### src/rtl/conv_addr_sequencer.sv
// conv_addr_sequencer: address/handshake sequencer for a KERxKER convolution.
// Streams each channel into a ping-pong SRAM bank, walks taps, then writes back.
module conv_addr_sequencer #(
  parameter int IMG_MAX = 32,
  parameter int KER     = 3,
  parameter int CH_MAX  = 4,
  parameter int DRAM_AW = 16,
  parameter int SRAM_AW = 10
) (
  input  logic                                     clk,
  input  logic                                     reset,
  input  logic                                     start,
  input  logic [$clog2(IMG_MAX+1)-1:0]             cfg_img_w,
  input  logic [$clog2(CH_MAX+1)-1:0]              cfg_ch,
  input  logic [DRAM_AW-1:0]                       cfg_base,
  output logic                                     busy,
  output logic                                     done,
  output logic                                     err,
  output logic                                     mem_req,
  input  logic                                     mem_gnt,
  output logic [DRAM_AW-1:0]                       mem_addr,
  output logic [1:0]                               sram_wen,
  output logic [SRAM_AW-1:0]                       sram_waddr,
  output logic [SRAM_AW-1:0]                       sram_raddr,
  output logic [1:0]                               pe_state,
  output logic [$clog2(IMG_MAX)-1:0]               i,
  output logic [$clog2(IMG_MAX)-1:0]               j,
  output logic                                     wrb_valid,
  input  logic                                     wrb_ready,
  output logic [$clog2(CH_MAX*IMG_MAX*IMG_MAX)-1:0] wrb_addr
);

  localparam int WW = $clog2(IMG_MAX + 1);
  localparam int CW = $clog2(CH_MAX + 1);
  localparam int IW = $clog2(IMG_MAX);
  localparam int XW = $clog2(IMG_MAX * IMG_MAX + 1);
  localparam int BW = $clog2(CH_MAX * IMG_MAX * IMG_MAX);
  localparam int KW = (KER > 1) ? $clog2(KER) : 1;

  localparam logic [WW-1:0] KER_W = WW'(KER);
  localparam logic [WW-1:0] IMG_W = WW'(IMG_MAX);
  localparam logic [CW-1:0] CH_C  = CW'(CH_MAX);
  localparam logic [KW-1:0] K_END = KW'(KER - 1);

  typedef enum logic [2:0] {
    S_IDLE = 3'd0,
    S_LOAD = 3'd1,
    S_MAC  = 3'd2,
    S_WRB  = 3'd3,
    S_DONE = 3'd4
  } state_t;

  state_t r_state;
  state_t w_next;

  logic [WW-1:0]      r_w;
  logic [IW-1:0]      r_omax;
  logic [XW-1:0]      r_wsq;
  logic [CW-1:0]      r_clast;
  logic [CW-1:0]      r_c;
  logic [DRAM_AW-1:0] r_base;
  logic [DRAM_AW-1:0] r_ch_off;
  logic [XW-1:0]      r_idx;
  logic [IW-1:0]      r_i;
  logic [IW-1:0]      r_j;
  logic [KW-1:0]      r_r;
  logic [KW-1:0]      r_s;
  logic [BW-1:0]      r_wrb;
  logic               r_err;

  logic               w_cfg_ok;
  logic [XW-1:0]      w_wsq;
  logic               w_idx_last;
  logic               w_tap_last;
  logic               w_out_last;
  logic               w_ch_last;
  logic [DRAM_AW-1:0] w_mem_addr;
  logic [SRAM_AW-1:0] w_row;
  logic [SRAM_AW-1:0] w_col;
  logic [SRAM_AW-1:0] w_raddr;

  assign w_cfg_ok = (cfg_img_w >= KER_W) &&
                    (cfg_img_w <= IMG_W) &&
                    (cfg_ch != '0) &&
                    (cfg_ch <= CH_C);

  assign w_wsq      = XW'(cfg_img_w) * XW'(cfg_img_w);
  assign w_idx_last = (r_idx == r_wsq - XW'(1));
  assign w_tap_last = (r_r == K_END) && (r_s == K_END);
  assign w_out_last = (r_i == r_omax) && (r_j == r_omax);
  assign w_ch_last  = (r_c == r_clast);

  // channel offset is kept as a running sum, so c*W*W needs no multiplier
  assign w_mem_addr = r_base + r_ch_off + DRAM_AW'(r_idx);

  assign w_row   = SRAM_AW'(r_i) + SRAM_AW'(r_r);
  assign w_col   = SRAM_AW'(r_j) + SRAM_AW'(r_s);
  assign w_raddr = w_row * SRAM_AW'(r_w) + w_col;

  assign i   = r_i;
  assign j   = r_j;
  assign err = r_err;

  // state register
  always_ff @(posedge clk or posedge reset) begin
    if (reset) r_state <= S_IDLE;
    else       r_state <= w_next;
  end

  // next state and per-state outputs
  always_comb begin
    w_next     = r_state;
    busy       = 1'b0;
    done       = 1'b0;
    mem_req    = 1'b0;
    mem_addr   = '0;
    sram_wen   = 2'b11;
    sram_waddr = '0;
    sram_raddr = '0;
    wrb_valid  = 1'b0;
    wrb_addr   = '0;
    pe_state   = 2'd0;
    unique case (r_state)
      S_IDLE: begin
        if (start) w_next = w_cfg_ok ? S_LOAD : S_DONE;
      end
      S_LOAD: begin
        busy       = 1'b1;
        pe_state   = 2'd1;
        mem_req    = 1'b1;
        mem_addr   = w_mem_addr;
        sram_waddr = SRAM_AW'(r_idx);
        if (mem_gnt) begin
          sram_wen[r_c[0]] = 1'b0;
          if (w_idx_last) w_next = S_MAC;
        end
      end
      S_MAC: begin
        busy       = 1'b1;
        pe_state   = 2'd2;
        sram_raddr = w_raddr;
        if (w_tap_last) w_next = S_WRB;
      end
      S_WRB: begin
        busy      = 1'b1;
        pe_state  = 2'd3;
        wrb_valid = 1'b1;
        wrb_addr  = r_wrb;
        if (wrb_ready) begin
          if (!w_out_last)    w_next = S_MAC;
          else if (w_ch_last) w_next = S_DONE;
          else                w_next = S_LOAD;
        end
      end
      S_DONE: begin
        done   = 1'b1;
        w_next = S_IDLE;
      end
      default: w_next = S_IDLE;
    endcase
  end

  // config latch, counters and write-back index
  always_ff @(posedge clk or posedge reset) begin
    if (reset) begin
      r_w      <= '0;
      r_omax   <= '0;
      r_wsq    <= '0;
      r_clast  <= '0;
      r_c      <= '0;
      r_base   <= '0;
      r_ch_off <= '0;
      r_idx    <= '0;
      r_i      <= '0;
      r_j      <= '0;
      r_r      <= '0;
      r_s      <= '0;
      r_wrb    <= '0;
      r_err    <= 1'b0;
    end else begin
      unique case (r_state)
        S_IDLE: begin
          if (start) begin
            r_err    <= !w_cfg_ok;
            r_w      <= cfg_img_w;
            r_omax   <= IW'(cfg_img_w - KER_W);
            r_wsq    <= w_wsq;
            r_clast  <= cfg_ch - CW'(1);
            r_base   <= cfg_base;
            r_c      <= '0;
            r_ch_off <= '0;
            r_idx    <= '0;
            r_i      <= '0;
            r_j      <= '0;
            r_r      <= '0;
            r_s      <= '0;
            r_wrb    <= '0;
          end
        end
        S_LOAD: begin
          if (mem_gnt) begin
            if (w_idx_last) r_idx <= '0;
            else            r_idx <= r_idx + XW'(1);
          end
        end
        S_MAC: begin
          if (r_s == K_END) begin
            r_s <= '0;
            if (r_r == K_END) r_r <= '0;
            else              r_r <= r_r + KW'(1);
          end else begin
            r_s <= r_s + KW'(1);
          end
        end
        S_WRB: begin
          if (wrb_ready) begin
            r_wrb <= r_wrb + BW'(1);
            if (r_j == r_omax) begin
              r_j <= '0;
              if (r_i == r_omax) begin
                r_i <= '0;
                if (!w_ch_last) begin
                  r_c      <= r_c + CW'(1);
                  r_ch_off <= r_ch_off + DRAM_AW'(r_wsq);
                end
              end else begin
                r_i <= r_i + IW'(1);
              end
            end else begin
              r_j <= r_j + IW'(1);
            end
          end
        end
        S_DONE: begin
        end
        default: begin
        end
      endcase
    end
  end

endmodule

### config.mk
export PLATFORM = sky130hd
export DESIGN_NAME = conv_addr_sequencer
export DESIGN_NICKNAME = d
export VERILOG_FILES = /design/src/rtl/conv_addr_sequencer.sv
export SDC_FILE = /design/constraint.sdc
export NUM_CORES = 1
export LEC_CHECK = 0
export ABC_CLOCK_PERIOD_IN_PS = 7470
export BUFFER_PORTS_ARGS = -buffer_cell sky130_fd_sc_hd__clkbuf_2
export CAP_MARGIN = 25
export CORE_ASPECT_RATIO = 0.9
export CORE_MARGIN = 2
export CORE_UTILIZATION = 40
export CTS_CLUSTER_DIAMETER = 200
export DETAILED_ROUTE_END_ITERATION = 8
export PLACE_DENSITY_LB_ADDON = 0.2
export SLEW_MARGIN = 20
export SYNTH_ARGS = -nofsm -noshare
export SYNTH_HDL_FRONTEND = slang
export SYNTH_SLANG_ARGS = --single-unit
### constraint.sdc
create_clock -name clk -period 7.47 [get_ports clk]
set_clock_uncertainty 0.1 [all_clocks]
set_input_delay 1.494 -clock clk [delete_from_list [all_inputs] [get_ports clk]]
set_output_delay 1.494 -clock clk [all_outputs]
set_load 0.05 [all_outputs]
* Yosys cells after proc, flatten, opt, wreduce, memory -nomap -nowiden
Index checks and enable logic that the tools add are counted.
Word-level totals: register bits 101, input bits 30
Cells by class: reduce and logical (&&, ||, !) cells 21, equal/unequal tests 19, $add $sub $neg 16, bitwise operators 1, magnitude comparators 5, multipliers 2, multiplexer cells 55
Operator list (number):
- $mux W16 | 6
- $mux W3 | 13
- $mux W12 | 3
- $mux W11 | 3
- $add A16 B11 Y16 | 2
- $pmux W16 S2 | 1
- $mux W5 | 6
- $pmux W12 S2 | 1
- $pmux W11 S2 | 1
- $mux W10 | 2
- $pmux W5 S2 | 2
- $ne A2 B2 Y1 const B | 9
- $add A16 B16 Y16 | 1
- $add A12 B1 Y12 const B | 1
- $add A5 B2 Y6 | 2
- $mux W2 | 6
- $pmux W3 S4 | 1
- $add A11 B1 Y11 const B | 1
- $eq A11 B11 Y1 | 1
- $mul A6 B6 Y11 | 1
- $sub A11 B1 Y11 const B | 1
- $add A10 B6 Y10 | 1
- $add A5 B1 Y5 const B | 2
- $eq A5 B5 Y1 | 2
- other kinds (32) | 50

* Logic depth before layout (Yosys ltp)
Gate-level depths: netlist of run 1.
depth in word-level cells 7, depth in mapped cells 18, depth with buffers taken out 18

* Worst setup path before layout of run 1
OpenSTA, ideal clock, no wires.
kind register to output, start point register r_i[0] (netlist: i[0]), end point output sram_raddr[8], stages on the path, launching flop included 18, arrival time 5780 ps, path buffers 0, setup slack 96 ps, cells stage by stage dfrtp_1 ha_1 fa_1 nand3_1 xor2_1 nor2_1 fa_1 ha_1 inv_1 fa_1 fa_1 inv_1 ha_1 inv_1 o21bai_1 a2111oi_0 nor3_1 nor3b_1
Between the ends: cells in the longest elaborated chain, start to end 4
Ends and longest elaborated chain:
- from (decl) | RTL line 64 | logic [IW-1:0] r_i;
- from (signal assigned) | RTL line 227 | r_i <= r_i + IW'(1);
- $add A5 B2 Y6 | RTL line 96 | assign w_row = SRAM_AW'(r_i) + SRAM_AW'(r_r);
- $mul A6 B6 Y10 | RTL line 98 | assign w_raddr = w_row * SRAM_AW'(r_w) + w_col;
- $add A10 B6 Y10 | RTL line 98
- $mux W10 | RTL line 123 | unique case (r_state)
- to (decl) | RTL line 24 | output logic [SRAM_AW-1:0] sram_raddr,
Every way passes these cells.

* Final worst setup path of run 1
start point register r_i[0] (netlist: i[0]), end point output sram_raddr[9]
The elaborated chain is that of the path after synthesis.

==> results of run 1 <==
## per-layer routing
layer  wire (microns)  vias up  track usage (%)
met5                0        -                0
met4              141        0            2.559
met3              808       10            3.550
met2             8866      116            29.28
met1            11080     3315            29.16
li1                 -     3501                -
## per-stage QoR
step / hold slack (ns) / instance area (sq um) / util [%]
after floorplan: 0.3523 / 8628 / -
after global placement: 0.3712 / 9356 / 44.64
after detailed placement: 0.3724 / 9356 / 44.64
after CTS: 0.3925 / 9663 / 46.11
after global routing: 0.4125 / 9687 / 46.22
final: 0.3879 / 9687 / 46.22
## worst register-to-register path, stage by stage, from the launching register on
cell,delay (ns)
sky130_fd_sc_hd__dfrtp_1,0.61
sky130_fd_sc_hd__and2b_2,0.39
sky130_fd_sc_hd__nand2_4,0.14
sky130_fd_sc_hd__inv_2,0.24
sky130_fd_sc_hd__nand2_2,0.17
sky130_fd_sc_hd__o31ai_4,0.56
sky130_fd_sc_hd__nand2_1,0.17
sky130_fd_sc_hd__nor2_1,0.73
sky130_fd_sc_hd__mux2_2,0.29
## where the power goes
group / leakage, nW / switching [mW] / internal (mW)
clock: 0.146 / 0.208 / 0.279
sequential: 1.30 / 0.225 / 0.675
combinational: 3.47 / 0.984 / 0.512
total: 4.92 / 1.42 / 1.47
## worst min-delay path by stage
stage | startpoint | to | slack, ns | depth (start not counted)
after floorplan | r_base[11]$_DFFE_PP0P_ | r_base[11]$_DFFE_PP0P_ | 0.35 | 2
after global placement | r_base[11]$_DFFE_PP0P_ | r_base[11]$_DFFE_PP0P_ | 0.37 | 2
after detailed placement | r_base[11]$_DFFE_PP0P_ | r_base[11]$_DFFE_PP0P_ | 0.37 | 2
after CTS | r_base[11]$_DFFE_PP0P_ | r_base[11]$_DFFE_PP0P_ | 0.39 | 2
after global routing | r_base[14]$_DFFE_PP0P_ | r_base[14]$_DFFE_PP0P_ | 0.41 | 2
final | r_base[14]$_DFFE_PP0P_ | r_base[14]$_DFFE_PP0P_ | 0.39 | 2
## cell families (layout without fill, tap and decap cells)
family / count (synthesis) / after routing
AND/OR/NAND/NOR: 399 / 399
multiplexers: 9 / 9
flip-flops: 99 / 99
adder cells (fa/ha/maj): 120 / 120
XOR/XNOR: 75 / 75
AO/OA/AOI/OAI: 172 / 172
buffers and inverters: 104 / 188
## what timing repair did
| action | 4_1_cts | 5_1_grt |
|---|---|---|
| resized for setup | 0 | 3 |
| buffers inserted | 0 | 0 |
| setup endpoints to repair | 0 | 2 |
## final cells by class
cell class	instances	area share, %
Clock buffer	13	2.687
Clock inverter	3	0.4779
Inverter	70	2.738
Multi-Input combinational cell	775	59.40
Sequential cell	99	25.57
Tap cell	286	3.694
Timing Repair Buffer	102	5.425
## synthesized netlist by cell type (all sizes together), types with 4 or more instances
master / instances
ha: 78
nand3: 27
inv: 69
nor3: 17
nor2b: 17
xor2: 33
fa: 42
nand2: 148
dfrtp: 99
xnor2: 41
o31ai: 7
mux2i: 4
a22o: 16
a211oi: 5
or3: 11
buf: 16
nand2b: 6
mux2: 5
o21bai: 7
and3: 17
or2: 5
o21ai: 45
a21oi: 43
and2: 40
o21a: 5
nand4: 10
nor4: 15
a31oi: 5
clkbuf: 18
a21o: 12
nor2: 68
## registers in the layout (all words and copies together) (netlist names), 5 cells and up
signal,flops
i,5
j,5
r_wrb,12
r_idx,11
r_wsq,9
r_omax,5
r_ch_off,16
r_w,6
r_base,16
==> out/qor.csv, run 1 <==
metric;value;unit
Reg2Reg Launch Point;r_state[0]$_DFFE_PP0P_;
proportion of synthesized area in mux cells;1.117;%
number of distinct library cells after synthesis;74;
required time worst endpoint;5.88;ns
largest fanout on the critical path;7;
clock period minus final worst setup slack;7.185;ns
total number of vias;6942;
aggregate global-route resource usage;19.25;%
Clock Sinks;99;
Total Negative Setup Slacks;0;ns
YS warnings;0;
CP most frequent cell;sky130_fd_sc_hd__fa_1;
area fraction in and, or, nand and nor cells after synthesis;23.11;%
final period utilization;96.18;%
Synth async-reset ratio;100.0;%
FF+latch count, synth;99;
sequential-to-total area share from yosys stat;28.71;%
TritonRoute pass-1 iters;4;
via count of the first global-routing pass;6736;
share of post-route cells with drive strength above 1;13.94;%
combinational family with the most area after synthesis;simple AND/OR/NAND/NOR gates;
highest-delay cell along the critical path;sky130_fd_sc_hd__fa_1;
ant diodes;0;
overall routed net length;20900;microns
xor and xnor fraction of the mapped netlist area;7.947;%
cell count after placement;1331;
number of nets in the synthesized netlist;1128;
smallest setup slack after layout;0.2853;ns
largest buffer count on any clock path;2;
Die Span Y;143.3;microns
htree depth;3;
max-slew violation total from the final report;0;
Cell Area, Synth;0.008628;sq mm
library cell occupying the most area in the post-synthesis netlist;sky130_fd_sc_hd__dfrtp_1;
clock transition at the register clock pins on the worst setup and hold paths after CTS;0.07;ns
routed wire length per instance;15.50;microns
gate family responsible for the most delay along the worst path;adder cells;
number of standard cells after synthesis;978;
total area of multi-input combinational cells;0.005754;sq mm
max-slew headroom at the worst pin;39.20;%
area share of the largest cell type after synthesis;28.71;%
leading cell types by total area after synthesis;sky130_fd_sc_hd__dfrtp_1, sky130_fd_sc_hd__ha_1, sky130_fd_sc_hd__fa_1;
worst slack, placed;0.5737;ns
power density over the cells;297.6;mW/mm^2
placeable core region;0.02096;sq mm
Final Setup Violations;0;
initial drt markers;458;
fraction of the mapped netlist area in compound gates;13.20;%
maximum cell stage delay along the critical path;0.51;ns
cell breakdown of the critical path;ha_1 -> fa_1 -> nand3_1 -> xor2_1 -> buf_4 -> nor2_1 -> fa_1 -> ha_1 -> inv_1 -> fa_1 -> fa_1 -> inv_1 -> ha_1 -> a21oi_1 -> o21ai_0 -> o41ai_1 -> xnor3_1 -> nor2_1 -> clkbuf_2;
drt via density;5.150;
final hold viol count;0;
Avg Cell Area, Syn;8.822;sq um
CP Buf/Inv Count;4;
horizontal extent of the die;158.8;microns
Die ar.;0.02276;sq mm
Cell Rows;50;
number of logic stages on the critical path including buffering;19;
status;completed;
Slew @ Worst Pin;0.9086;ns
Initial Utilization;41.17;%
Remaining Overflow, GRT;0;
count of antenna-violating nets left after detailed routing;0;
clk root buf;sky130_fd_sc_hd__clkbuf_16;
Clock Latency Late Sink;0.36;ns
number of buffers created by CTS;9;
Hold Crit Class;register to register;
sequential standard cell area;0.002477;sq mm
arrival time worst endpoint;5.59;ns
DR DRC count;0;
TritonCTS clock tree;yes;
most used cells in the layout excluding fill and tap cells;sky130_fd_sc_hd__nand2_1, sky130_fd_sc_hd__dfrtp_1, sky130_fd_sc_hd__clkbuf_2;
leakage power;4.917;nW
ports placed on the boundary;97;
Critical path origin;i[0]$_DFFE_PP0P_;
number of enable flip-flop cells after synthesis;0;
Worst Reg-to-Reg Cells;8;
maximum number of pins on one net before global-route repair;62;
arithmetic-cell share of the synthesized area counting full adders, half adders and majority gates;21.06;%
crit path kind;register to output pin;
post-route insts no fill;1348;
Worst Setup End Kind;output pin;
half-perimeter wire length of the detailed placement result;15980;microns
Reg2Reg Capture Point;r_c[0]$_DFFE_PP0P_;
antenna violations before repair;0;
Achievable Freq;139.2;MHz
hold bufs inserted after CTS;0;
slack of the worst reg-to-reg path;4.00;ns
Area growth syn-to-layout;12.27;%
commonest non-fill, non-tap cell in the layout;sky130_fd_sc_hd__nand2_1;
Overall Power;2.883;mW
fill cell count;2073;
IR drop worst, VDD;0.1873;mV
Final GP Congestion;0.8531;
# port buffers;96;
capturing element of the worst setup path;sram_raddr[9];
Max-Cap Viols;0;
element type at the critical path start;register;
commonest register cell after synthesis;sky130_fd_sc_hd__dfrtp_1;
global-route wire length before repair;35420;microns
final-stage net count;1207;
(Power assumes the default switching activity.)
==> inputs of run 2 (changes only) <==
Settings changed: ABC_CLOCK_PERIOD_IN_PS 7470 to 6150.
Clock period 7.47 ns to 6.15 ns, I/O delays scaled along.
==> out/qor.csv, run 2 (synthesized netlist as in run 1, its figures left out) <==
metric;value;unit
status;complete, but fails checks;
violated checks;negative setup slack;
clock period minus final worst setup slack;6.366;ns
final hold viol count;0;
ports placed on the boundary;97;
part of the total power dissipated in sequential elements;29.6;%
element type at the critical path start;register;
overall routed net length;21940;microns
Die Span Y;143.3;microns
Worst Setup End Kind;output pin;
max-slew headroom at the worst pin;35.30;%
Clock Latency Late Sink;0.36;ns
clk root buf;sky130_fd_sc_hd__clkbuf_16;
final period utilization;103.5;%
hold bufs inserted after CTS;0;
uppermost layer routed;met4;
antenna violations before repair;0;
crit path kind;register to output pin;
global-route wire length before repair;36360;microns
horizontal extent of the die;158.8;microns
half-perimeter wire length of the detailed placement result;16390;microns
final-stage net count;1232;
placeable core region;0.02096;sq mm
Internal Power;1.884;mW
switching fraction of total power;48.78;%
Net Sw Power;1.794;mW
smallest setup slack after layout;-0.2164;ns
aggregate global-route resource usage;19.91;%
routed wire length per instance;15.98;microns
count of cells along the worst hold path;2;
fill cell count;2057;
leakage power;5.064;nW
largest buffer count on any clock path;2;
# port buffers;96;
count of antenna-violating nets left after detailed routing;0;
RSZ-0062 raised after global routing;true;
Max-Cap Viols;0;
via count of the first global-routing pass;6758;
Area growth syn-to-layout;18.56;%
TritonRoute pass-1 iters;5;
Top Registers;r_base: 16 flops, r_ch_off: 16 flops, r_wrb: 12 flops;
clock transition at the register clock pins on the worst setup and hold paths after CTS;0.07;ns
power density over the cells;359.6;mW/mm^2
most used cells in the layout excluding fill and tap cells;sky130_fd_sc_hd__nand2_1, sky130_fd_sc_hd__dfrtp_1, sky130_fd_sc_hd__clkbuf_2;
Slew @ Worst Pin;0.9669;ns
met3 WL post-DR;735;microns
Total Negative Setup Slacks;-0.3345;ns
Clock Sinks;99;
ant diodes;0;
Cell Rows;50;
Remaining Overflow, GRT;0;
post-route insts no fill;1373;
number of buffers created by CTS;9;
maximum number of pins on one net before global-route repair;60;
IR drop worst, VDD;0.2120;mV
largest fanout on the critical path;3;
wire length on met2;9562;microns
Final Setup Violations;2;
Achievable Freq;157.1;MHz
Die ar.;0.02276;sq mm
combinational fraction of design power;53.1;%
Hold Crit Class;register to register;
max-slew violation total from the final report;0;
initial drt markers;431;
arrival time worst endpoint;5.04;ns
DR DRC count;0;
total number of vias;7183;
htree depth;3;
worst slack, placed;-0.1842;ns
Initial Utilization;41.17;%
TritonCTS clock tree;yes;
Metal-1 WL;11510;microns
Final GP Congestion;0.8324;
Worst Reg-to-Reg Cells;8;
share of total power in the clock network;17.3;%
slack of the worst reg-to-reg path;2.60;ns
commonest non-fill, non-tap cell in the layout;sky130_fd_sc_hd__nand2_1;
drt via density;5.232;
required time worst endpoint;4.82;ns
share of post-route cells with drive strength above 1;19.60;%
cell count after placement;1351;
==> run 2: cell types whose count changed in the layout (fill, tap and decap cells not counted), sizes merged <==
cell,delta
buf,+30
clkbuf,-8
clkinv,+2
bufinv,+1
clkinvlp,-1
inv,+1
==> run 2: path summary, 6_finish.rpt <==
check,end,start
setup / recovery,sram_raddr[9],r_r[0]$_DFFE_PP0P_
hold / removal,r_base[14]$_DFFE_PP0P_,r_base[14]$_DFFE_PP0P_
setup reg to reg,r_c[0]$_DFFE_PP0P_,r_state[0]$_DFFE_PP0P_
hold reg to reg,r_base[14]$_DFFE_PP0P_,r_base[14]$_DFFE_PP0P_
max in group asynchronous,r_base[10]$_DFFE_PP0P_,reset
min in group asynchronous,r_idx[7]$_DFFE_PP0P_,reset
==> run 2: repair_timing <==
action / in CTS / in global routing
buffers inserted: 2 / 5
gates resized for setup: 25 / 27
pin swaps: 18 / 11
setup endpoints to repair: 4 / 5
==> run 2: critical path, stage by stage, from the launching register on <==
cell	delay, ns
sky130_fd_sc_hd__dfrtp_2	0.43
sky130_fd_sc_hd__ha_4	0.17
sky130_fd_sc_hd__fa_2	0.39
sky130_fd_sc_hd__buf_6	0.14
sky130_fd_sc_hd__nand3_4	0.09
sky130_fd_sc_hd__xor2_4	0.18
sky130_fd_sc_hd__nor2_2	0.06
sky130_fd_sc_hd__fa_1	0.44
sky130_fd_sc_hd__ha_1	0.31
sky130_fd_sc_hd__inv_2	0.04
sky130_fd_sc_hd__fa_1	0.46
sky130_fd_sc_hd__fa_1	0.53
sky130_fd_sc_hd__inv_2	0.05
sky130_fd_sc_hd__ha_4	0.25
sky130_fd_sc_hd__a21oi_4	0.17
sky130_fd_sc_hd__o21ai_2	0.09
sky130_fd_sc_hd__o41ai_2	0.23
sky130_fd_sc_hd__buf_4	0.16
sky130_fd_sc_hd__xnor3_1	0.24
sky130_fd_sc_hd__nor2_4	0.11
sky130_fd_sc_hd__buf_12	0.14
==> run 2: routing by layer <==
metal / track usage (%) / vias up
met4: 3.477 / 0
li1: - / 3559
met3: 2.944 / 13
met2: 29.88 / 135
met5: 0 / -
met1: 30.63 / 3476
==> run 2: area by class of cell <==
| class | count | area, sq um | area share (%) |
|---|---|---|---|
| sequential | 99 | 2481 | 24.25 |
| timing repair buffer | 127 | 760.7 | 7.436 |
| multi-input combinational | 775 | 6036 | 59.00 |
| clock inverter | 6 | 87.58 | 0.8562 |
| inverter | 70 | 267.8 | 2.617 |
| tap | 286 | 357.8 | 3.498 |
| clock buffer | 10 | 239.0 | 2.336 |
==> run 2: through the flow <==
stage / power, mW / util [%] / hold slack [ns] / area [sq um]
final: 3.678 / 48.81 / 0.3894 / 10230
after global routing: 3.977 / 48.81 / 0.4276 / 10230
after floorplan: 2.495 / - / 0.3523 / 8697
after CTS: 3.656 / 48.05 / 0.3975 / 10070
after detailed placement: 2.988 / 45.76 / 0.3760 / 9590
after global placement: 2.966 / 45.76 / 0.3711 / 9590
==> run 2: power groups by stage <==
stage                     sequential [mW]  clock, mW  combinational [mW]
after floorplan                      1.03          0                1.47
after global placement               1.10          0                1.87
after detailed placement             1.10          0                1.89
after CTS                            1.09      0.648                1.92
after global routing                 1.12      0.680                2.17
final                                1.09      0.637                1.95
==> inputs of run 3 (changes only) <==
==> constraint.sdc (replaced) <==
create_clock -name clk -period 6.15 [get_ports clk]
set_clock_uncertainty 0.1 [all_clocks]
set_input_delay 0.3075 -clock clk [delete_from_list [all_inputs] [get_ports clk]]
set_output_delay 0.3075 -clock clk [all_outputs]
set_load 0.05 [all_outputs]
==> out/qor.csv, run 3 (synthesized netlist as in run 1, its figures left out) <==
metric;value;unit
part of the total power dissipated in sequential elements;31.1;%
Final GP Congestion;0.8496;
combinational fraction of design power;52.1;%
clk root buf;sky130_fd_sc_hd__clkbuf_16;
Die Span Y;143.3;microns
routed wire length per instance;15.69;microns
fin area;0.009754;sq mm
largest fanout on the critical path;7;
maximum cell stage delay along the critical path;0.51;ns
required time worst endpoint;5.74;ns
gate family responsible for the most delay along the worst path;adder cells;
Total Negative Setup Slacks;0;ns
sequential standard cell area;0.002480;sq mm
status;completed;
TritonRoute pass-1 iters;5;
Top Registers;r_base: 16 flops, r_ch_off: 16 flops, r_wrb: 12 flops;
Area after DPL;0.009397;sq mm
DR DRC count;0;
CP Buf/Inv Count;3;
Worst Reg-to-Reg Cells;8;
Clock Sinks;99;
leakage power;4.959;nW
switching fraction of total power;49.26;%
slack of the worst reg-to-reg path;2.97;ns
max-slew violation total from the final report;0;
drt via density;5.188;
total number of vias;7014;
smallest setup slack after layout;0.3077;ns
clock transition at the register clock pins on the worst setup and hold paths after CTS;0.07;ns
CP most frequent cell;sky130_fd_sc_hd__fa_1;
# port buffers;96;
post-route insts no fill;1352;
htree depth;3;
Achievable Freq;171.2;MHz
IR drop worst, VDD;0.2071;mV
worst hold start;cfg_base[1];
global-route wire length before repair;35760;microns
arrival time worst endpoint;5.43;ns
number of buffers created by CTS;9;
Final Setup Violations;0;
most used cells in the layout excluding fill and tap cells;sky130_fd_sc_hd__nand2_1, sky130_fd_sc_hd__dfrtp_1, sky130_fd_sc_hd__clkbuf_2;
Hold Crit Class;input pin to register;
count of cells along the worst hold path;3;
overall routed net length;21210;microns
Die ar.;0.02276;sq mm
Area growth syn-to-layout;13.05;%
cell count after placement;1333;
power density over the cells;362.4;mW/mm^2
share of total power in the clock network;16.8;%
ant diodes;0;
half-perimeter wire length of the detailed placement result;16410;microns
cell breakdown of the critical path;ha_1 -> fa_1 -> xor2_2 -> and2_1 -> fa_1 -> ha_1 -> inv_1 -> fa_1 -> fa_1 -> inv_1 -> ha_1 -> a21oi_2 -> o21ai_1 -> o41ai_2 -> xnor3_1 -> nor2_1 -> clkbuf_4;
Cell Rows;50;
Reg2Reg Capture Point;r_c[0]$_DFFE_PP0P_;
worst slack, placed;0.3747;ns
largest buffer count on any clock path;2;
Initial Utilization;41.17;%
share of post-route cells with drive strength above 1;14.73;%
TritonCTS clock tree;yes;
antenna violations before repair;0;
highest-delay cell along the critical path;sky130_fd_sc_hd__fa_1;
final period utilization;95.00;%
fill cell count;2051;
initial drt markers;377;
Net Sw Power;1.741;mW
Clock Latency Late Sink;0.36;ns
aggregate global-route resource usage;19.49;%
Worst Setup End Kind;output pin;
final-layout worst hold slack;0.03278;ns
Reg2Reg Launch Point;r_state[2]$_DFFE_PP0P_;
crit path kind;register to output pin;
maximum number of pins on one net before global-route repair;62;
total area of multi-input combinational cells;0.005766;sq mm
clock period minus final worst setup slack;5.842;ns
commonest non-fill, non-tap cell in the layout;sky130_fd_sc_hd__nand2_1;
Slew @ Worst Pin;0.9658;ns
RSZ-0062 raised after global routing;false;
via count of the first global-routing pass;6820;
Internal Power;1.794;mW
Max-Cap Viols;0;
count of antenna-violating nets left after detailed routing;0;
ports placed on the boundary;97;
placeable core region;0.02096;sq mm
Remaining Overflow, GRT;0;
max-slew headroom at the worst pin;35.38;%
final-stage net count;1211;
horizontal extent of the die;158.8;microns
element type at the critical path start;register;
hold endpoint;r_base[1]$_DFFE_PP0P_;
final hold viol count;0;
==> run 3: cell count changes in the layout (fill, tap and decap cells not counted), sizes merged <==
| cell | change |
|---|---|
| clkbuf | +7 |
| buf | -27 |
| inv | -1 |
| dlygate4sd3 | +1 |
| bufinv | -1 |
==> run 3: area by class of cell <==
cell class | count | area share [%]
clock buffer | 12 | 2.630
clock inverter | 4 | 0.5003
inverter | 70 | 2.719
multi-input combinational | 775 | 59.11
sequential | 99 | 25.42
tap | 286 | 3.669
timing repair buffer | 106 | 5.952
==> run 3: worst max-delay path by stage <==
stage	slack, ns	startpoint	depth (start not counted)	to
final	0.31	i[0]$_DFFE_PP0P_	17	sram_raddr[9]
after global routing	0.008	i[0]$_DFFE_PP0P_	17	sram_raddr[9]
after CTS	0.05	i[0]$_DFFE_PP0P_	17	sram_raddr[9]
after detailed placement	0.37	i[0]$_DFFE_PP0P_	17	sram_raddr[9]
after global placement	0.52	i[0]$_DFFE_PP0P_	18	sram_raddr[9]
after floorplan	0.22	i[0]$_DFFE_PP0P_	17	sram_raddr[9]
==> run 3: per-layer routing <==
metal	share of wire [%]	track usage, %
met2	43	30.38
met1	52	28.68
met3	4.5	3.579
met4	0.71	3.332
met5	0	0
==> run 3: worst register-to-register path, delay by kind of cell, from the launching register on <==
kind | cells | cell delay, ns
simple gates | 5 | 1.71
flops | 1 | 0.54
compound gates | 1 | 0.22
buf+inv | 1 | 0.25
mux | 1 | 0.29
==> run 3: stage by stage <==
stage | util, % | power, mW
2_1_floorplan | - | 2.480
3_3_place_gp | 44.70 | 2.921
3_5_place_dp | 44.84 | 2.954
4_1_cts | 46.38 | 3.567
5_1_grt | 46.54 | 3.830
6_report | 46.54 | 3.535
==> run 3: power by group through the flow <==
| stage | combinational [mW] | sequential (mW) | clock, mW |
|---|---|---|---|
| 2_1_floorplan | 1.46 | 1.02 | 0 |
| 4_1_cts | 1.86 | 1.10 | 0.612 |
| 5_1_grt | 2.07 | 1.13 | 0.633 |
| 3_3_place_gp | 1.82 | 1.11 | 0 |
| 3_5_place_dp | 1.85 | 1.11 | 0 |
| 6_report | 1.84 | 1.10 | 0.595 |
==> run 3: repair_timing <==
action	in CTS	in global routing
gates cloned	0	0
resized for setup	1	8
hold buffers	1	0
endpoints found under the setup margin	1	1
endpoints found under the hold margin	38	0
buffers inserted	0	1
